## src/rtl/derevaluate_controller_pkg.sv

```systemverilog
// Shared definitions for the revaluate/derevaluate stage pair: state codes,
// slice geometry and the chi / inverse-chi row functions.
package derevaluate_controller_pkg;

   localparam int SLICES  = 64;
   localparam int LANES   = 25;
   localparam int ROW_W   = 5;
   localparam int ROWS    = LANES / ROW_W;
   localparam int SLICE_W = $clog2(SLICES);
   localparam int BIT_W   = $clog2(LANES);

   localparam logic [SLICE_W-1:0] LAST_SLICE = SLICE_W'(SLICES - 1);
   localparam logic [BIT_W-1:0]   LAST_BIT   = BIT_W'(LANES - 1);

   localparam logic [2:0] ST_IDLE  = 3'd0;
   localparam logic [2:0] ST_ARM   = 3'd1;
   localparam logic [2:0] ST_READ  = 3'd2;
   localparam logic [2:0] ST_LOAD  = 3'd3;
   localparam logic [2:0] ST_WRITE = 3'd4;
   localparam logic [2:0] ST_DONE  = 3'd5;

   function automatic logic [ROW_W-1:0] chi5(input logic [ROW_W-1:0] a);
      logic [ROW_W-1:0] b;
      for (int x = 0; x < ROW_W; x++)
         b[x] = a[x] ^ (~a[(x + 1) % ROW_W] & a[(x + 2) % ROW_W]);
      return b;
   endfunction

   // chi is a bijection on 5 bits, so searching its image builds the inverse table
   function automatic logic [ROW_W-1:0] inv_chi5(input logic [ROW_W-1:0] b);
      logic [ROW_W-1:0] a;
      a = '0;
      for (int c = 0; c < (1 << ROW_W); c++)
         if (chi5(ROW_W'(c)) == b)
            a = ROW_W'(c);
      return a;
   endfunction

endpackage

```

## src/rtl/derevaluate_controller_inv_chi_row.sv

```systemverilog
// Combinational 32-entry inverse-chi lookup for one 5-bit row.
module inv_chi_row
   import derevaluate_controller_pkg::*;
(
   input  logic [ROW_W-1:0] row_in,
   output logic [ROW_W-1:0] row_out
);

   assign row_out = inv_chi5(row_in);

endmodule

```

## src/rtl/derevaluate_controller.sv

```systemverilog
// Derevaluate stage: reads each slice, applies inverse chi to all rows and
// streams the result out one lane bit per cycle.
//
// state | meaning
// IDLE  | waiting for start
// ARM   | start seen, waiting for it to fall; slice counter cleared
// READ  | slice read strobe issued
// LOAD  | registered slice data arrives, inverse chi captured
// WRITE | one result bit written per cycle, 25 per slice
// DONE  | one-cycle ready pulse
module derevaluate_controller
   import derevaluate_controller_pkg::*;
(
   input  logic               clk,
   input  logic               rst,
   input  logic               start,
   output logic               rd_en,
   output logic [SLICE_W-1:0] rd_addr,
   input  logic [LANES-1:0]   rd_data,
   output logic               wr_en,
   output logic [SLICE_W-1:0] wr_addr,
   output logic [BIT_W-1:0]   wr_idx,
   output logic               wr_data,
   output logic               busy,
   output logic               ready
);

   logic [2:0]         state_q;
   logic [2:0]         state_d;
   logic [SLICE_W-1:0] slice_q;
   logic [BIT_W-1:0]   bit_q;
   logic [LANES-1:0]   slice_reg;
   logic [LANES-1:0]   inv_data;

   for (genvar y = 0; y < ROWS; y++) begin : g_row
      inv_chi_row u_row (
         .row_in  (rd_data[ROW_W*y +: ROW_W]),
         .row_out (inv_data[ROW_W*y +: ROW_W])
      );
   end

   always_comb begin
      state_d = state_q;
      case (state_q)
         ST_IDLE:  if (start) state_d = ST_ARM;
         ST_ARM:   if (!start) state_d = ST_READ;
         ST_READ:  state_d = ST_LOAD;
         ST_LOAD:  state_d = ST_WRITE;
         ST_WRITE: begin
            if (bit_q == LAST_BIT)
               state_d = (slice_q == LAST_SLICE) ? ST_DONE : ST_READ;
         end
         ST_DONE:  state_d = ST_IDLE;
         default:  state_d = ST_IDLE;
      endcase
   end

   always_ff @(posedge clk or negedge rst) begin
      if (!rst) begin
         state_q   <= ST_IDLE;
         slice_q   <= '0;
         bit_q     <= '0;
         slice_reg <= '0;
      end else begin
         state_q <= state_d;
         case (state_q)
            ST_ARM:  slice_q <= '0;
            ST_LOAD: begin
               slice_reg <= inv_data;
               bit_q     <= '0;
            end
            ST_WRITE: begin
               bit_q <= bit_q + 1'b1;
               // last slice holds at 63 so the address never wraps within a run
               if (bit_q == LAST_BIT && slice_q != LAST_SLICE)
                  slice_q <= slice_q + 1'b1;
            end
            default: ;
         endcase
      end
   end

   assign rd_en   = (state_q == ST_READ);
   assign wr_en   = (state_q == ST_WRITE);
   assign ready   = (state_q == ST_DONE);
   assign busy    = (state_q != ST_IDLE);
   assign rd_addr = slice_q;
   assign wr_addr = slice_q;
   assign wr_idx  = bit_q;
   assign wr_data = slice_reg[bit_q];

endmodule

```

## config.mk

```make
export PLATFORM = sky130hd
export DESIGN_NAME = derevaluate_controller
export DESIGN_NICKNAME = d
export VERILOG_FILES = /design/src/rtl/derevaluate_controller_pkg.sv /design/src/rtl/derevaluate_controller_inv_chi_row.sv /design/src/rtl/derevaluate_controller.sv
export SDC_FILE = /design/constraint.sdc
export NUM_CORES = 1
export LEC_CHECK = 0
export ABC_AREA = 1
export ABC_CLOCK_PERIOD_IN_PS = 3060
export BUFFER_PORTS_ARGS = -buffer_cell sky130_fd_sc_hd__buf_2
export CAP_MARGIN = 10
export CORE_ASPECT_RATIO = 0.6
export CORE_UTILIZATION = 40
export CTS_CLUSTER_DIAMETER = 80
export DETAILED_ROUTE_END_ITERATION = 7
export GPL_ROUTABILITY_DRIVEN = 0
export GPL_TIMING_DRIVEN = 0
export SYNTH_ARGS = -nofsm -noshare
export SYNTH_HDL_FRONTEND = slang
export SYNTH_SLANG_ARGS = --single-unit
```

## constraint.sdc

```tcl
create_clock -name clk -period 3.06 [get_ports clk]
set_clock_uncertainty 0.1 [all_clocks]
set_input_delay 0.153 -clock clk [delete_from_list [all_inputs] [get_ports clk]]
set_output_delay 0.153 -clock clk [all_outputs]
set_load 0.05 [all_outputs]
```

==> flow_summary.json <==
{
  "yosysUniqueCellTypes": 35,
  "worst_ep_required_time_ns": 2.81,
  "netlist_instances": 670,
  "synthTopCellsByCount": "sky130_fd_sc_hd__nand2_1 (116), sky130_fd_sc_hd__nor2_1 (115), sky130_fd_sc_hd__nand3_1 (100), sky130_fd_sc_hd__inv_1 (86), sky130_fd_sc_hd__dfrtp_1 (39)",
  "cts_root_buffer": "sky130_fd_sc_hd__clkbuf_16",
  "critPathTopFamily": "buffers and inverters",
  "hold_viol_final": 0,
  "synthTopCellsByArea": "sky130_fd_sc_hd__dfrtp_1 (25%), sky130_fd_sc_hd__nand3_1 (13%), sky130_fd_sc_hd__nand2_1 (11%)",
  "timing.critical_path.cells": "buf_2, inv_1, clkbuf_1, o21ai_0, o22ai_1, nand3_1, nand4_1, o21ai_1, inv_1, buf_2",
  "critPathLaunchType": "flip-flop",
  "clock_tree.htree_level_count": 2,
  "post-synth-top-count-cell": "sky130_fd_sc_hd__nand2_1",
  "largest_register_ff_count": 25,
  "cts_setup_buffers": 0,
  "setup-violations-final": 0,
  "timing.hold.worst.class": "input port to flip-flop",
  "crit_buf_inv": 5,
  "cts_tree": "built",
  "route.detailed.vias_per_inst": 5.53,
  "yosysWarningCount": 0,
  "synth_ff_type": "sky130_fd_sc_hd__dfrtp_1",
  "rr_endpoint": "rd_addr[5]",
  "wirelength_microns": 11400,
  "hold_ws_ns": 0.0273,
  "dpl_hpwl_microns": 8840,
  "die_y_microns": 78.8,
  "critical_path.reg2reg.startpoint": "wr_idx[0]",
  "final-max-slew-violation-count": 0,
  "maxCapViolations": 0,
  "drcViolationCount": 0,
  "grt_start_max_net_pins": 40,
  "synth.top_cell.area_share_pct": 24.8,
  "row_count": 27,
  "power.ir.vdd_worst_uv": 217,
  "synth.largest_area_cell": "sky130_fd_sc_hd__dfrtp_1",
  "whs_path_depth": 3,
  "design.die.area_sq_mm": 0.0102,
  "ctsLongestPathBuffers": 2,
  "clock_pin_slew_on_the_worst_setup_and_hold_paths_ns": 0.05,
  "power_leakage_nw": 2.31,
  "boundaryPins": 50,
  "worst-slew-pin-transition_ns": 0.897,
  "firstDrtPassIters": 6,
  "synth_seq_cells": 39,
  "ratio_of_final_minimum_period_to_clock_period_pct": 83.1,
  "cp.depth": 10,
  "synth_nets": 701,
  "grt_setup_unrepaired": "no",
  "achievable-frequency_mhz": 393,
  "fraction_of_final_layout_cells_sized_beyond_drive_strength_1_pct": 15.3,
  "count_of_antenna_diodes_in_the_layout": 0,
  "path_class": "flip-flop to primary output",
  "dr_total_vias": 4722,
  "async_flop_share_pct": 100,
  "worstHoldStart": "start",
  "power_density_mw_per_mm2": 331,
  "synth_enable_flop_cells": 0,
  "finalSetupTns_ns": 0,
  "wl_per_cell_microns": 13.4,
  "die_w_microns": 130,
  "avgSynthCellArea_sq_um": 5.86,
  "layout-area-overhead-vs-synth_pct": 14.1,
  "endpoint_kind": "primary output",
  "critical_path_peak_fanout": 10,
  "critPathMaxStageDelay_ns": 0.41,
  "syn-cell-area_sq_mm": 0.00393,
  "globalRouteOverflowTotal": 0,
  "antenna_violating_nets_post_route": 0,
  "power.total_mw": 1.48,
  "floorplan.initialDensity_pct": 42.0,
  "grt_pass1_wl_microns": 19000,
  "synth_sequential_area_ratio_pct": 24.8,
  "numClockSinks": 39,
  "rr_worst_depth": 13,
  "slowest_stage": "sky130_fd_sc_hd__dfrtp_1",
  "timing.slew.headroom_pct": 40.2,
  "initial_antenna_violation_count": 0,
  "groute.usage.overall_pct": 23.0,
  "nNetsFinal": 754,
  "port_buffers": 45,
  "status": "finished clean",
  "cts_inserted_buffers": 5,
  "clock_insertion_delay_worst_skew_ns": 0.28,
  "reg2reg_slack_ns": 0.75,
  "number_of_global_route_vias_before_repair": 4069,
  "initialDrtViolationCount": 546,
  "core-area_sq_mm": 0.00936,
  "period_minus_slack_ns": 2.54,
  "final.fill_count": 966,
  "worstPathArrival_ns": 2.29,
  "hold-path-endpoint": "state_q[0]"
}
[routing by layer]
metal,global-route usage (%),share of wire (%),vias to the layer above
met2,33.0,39,246
met3,3.57,9.3,19
met1,35.9,50,2131
met4,3.72,0.92,0
li1,-,-,2326
met5,0,0,-
[through the flow]
| step | instances | util (%) | setup WS, ns | area (sq um) |
|---|---|---|---|---|
| after floorplan | 670 | - | 0.836 | 3930 |
| after detailed placement | 845 | 46.1 | 0.788 | 4320 |
| after global routing | 854 | 47.9 | 0.308 | 4480 |
| after CTS | 854 | 47.9 | 0.539 | 4480 |
| final | 854 | 47.9 | 0.517 | 4480 |
| after global placement | 845 | 46.1 | 0.833 | 4320 |
[timing repair]
action	4_1_cts	5_1_grt
hold endpoints to repair	39	0
gates resized for setup	0	0
hold buffers	1	0
[area by class of cell]
| type | count | area, sq um | share of cell area (%) |
|---|---|---|---|
| clock buffer | 8 | 156 | 3.49 |
| sequential | 39 | 976 | 21.8 |
| buffer | 26 | 135 | 3.01 |
| multi-input combinational | 497 | 2410 | 53.8 |
| inverter | 108 | 405 | 9.04 |
| tap | 130 | 163 | 3.63 |
| timing repair buffer | 46 | 235 | 5.25 |
[kinds of logic (layout without fill, tap and decap cells)]
group / Yosys count / in the layout / synth area share, %
compound gates: 87 / 87 / 13.2
xor+xnor: 1 / 1 / 0.223
fa+ha+maj: 3 / 3 / 0.956
buf+inv: 134 / 188 / 13.8
flops: 39 / 39 / 24.8
simple gates: 406 / 406 / 47.0
[layout by cell type, fill, tap and decap left out, drive strengths merged]
master / synthesis / routed
nor3: 36 / 36
o211ai: 1 / 1
clkbuf: 8 / 16
nor4: 2 / 2
a22oi: 3 / 3
or2: 2 / 2
nand3: 100 / 100
inv: 108 / 108
nor2: 122 / 122
o21ai: 29 / 29
nand2: 120 / 120
a41oi: 4 / 4
dfrtp: 39 / 39
o41ai: 1 / 1
buf: 18 / 63
a21oi: 22 / 22
a31oi: 13 / 13
o31ai: 6 / 6
xor2: 1 / 1
o21a: 4 / 4
dlygate4sd3: 0 / 1
o22ai: 3 / 3
o32ai: 1 / 1
nand4: 21 / 21
ha: 3 / 3
nor3b: 3 / 3
[report_power, final]
group | internal [mW] | total [mW] | leakage, nW | switching [mW]
Combinational | 0.110 | 0.346 | 1.76 | 0.235
Sequential | 0.566 | 0.591 | 0.474 | 0.0243
Clock | 0.347 | 0.546 | 0.0772 | 0.199
Total | 1.02 | 1.48 | 2.31 | 0.458
[worst max path at each step]
stage          startpoint          to  slack (ns)
6_report        wr_idx[0]     wr_data        0.52
5_1_grt         wr_idx[0]     wr_data        0.31
4_1_cts         wr_idx[0]     wr_data        0.54
3_5_place_dp    wr_idx[0]  rd_addr[5]        0.79
3_3_place_gp    wr_idx[0]  rd_addr[5]        0.83
2_1_floorplan   wr_idx[0]  rd_addr[5]        0.84
[worst min-delay path: stages]
cell                      delay (ns)
sky130_fd_sc_hd__buf_2          0.09
sky130_fd_sc_hd__nand2_1        0.06
sky130_fd_sc_hd__o21ai_0        0.07
No activity file was read; power rests on OpenSTA's default activity.
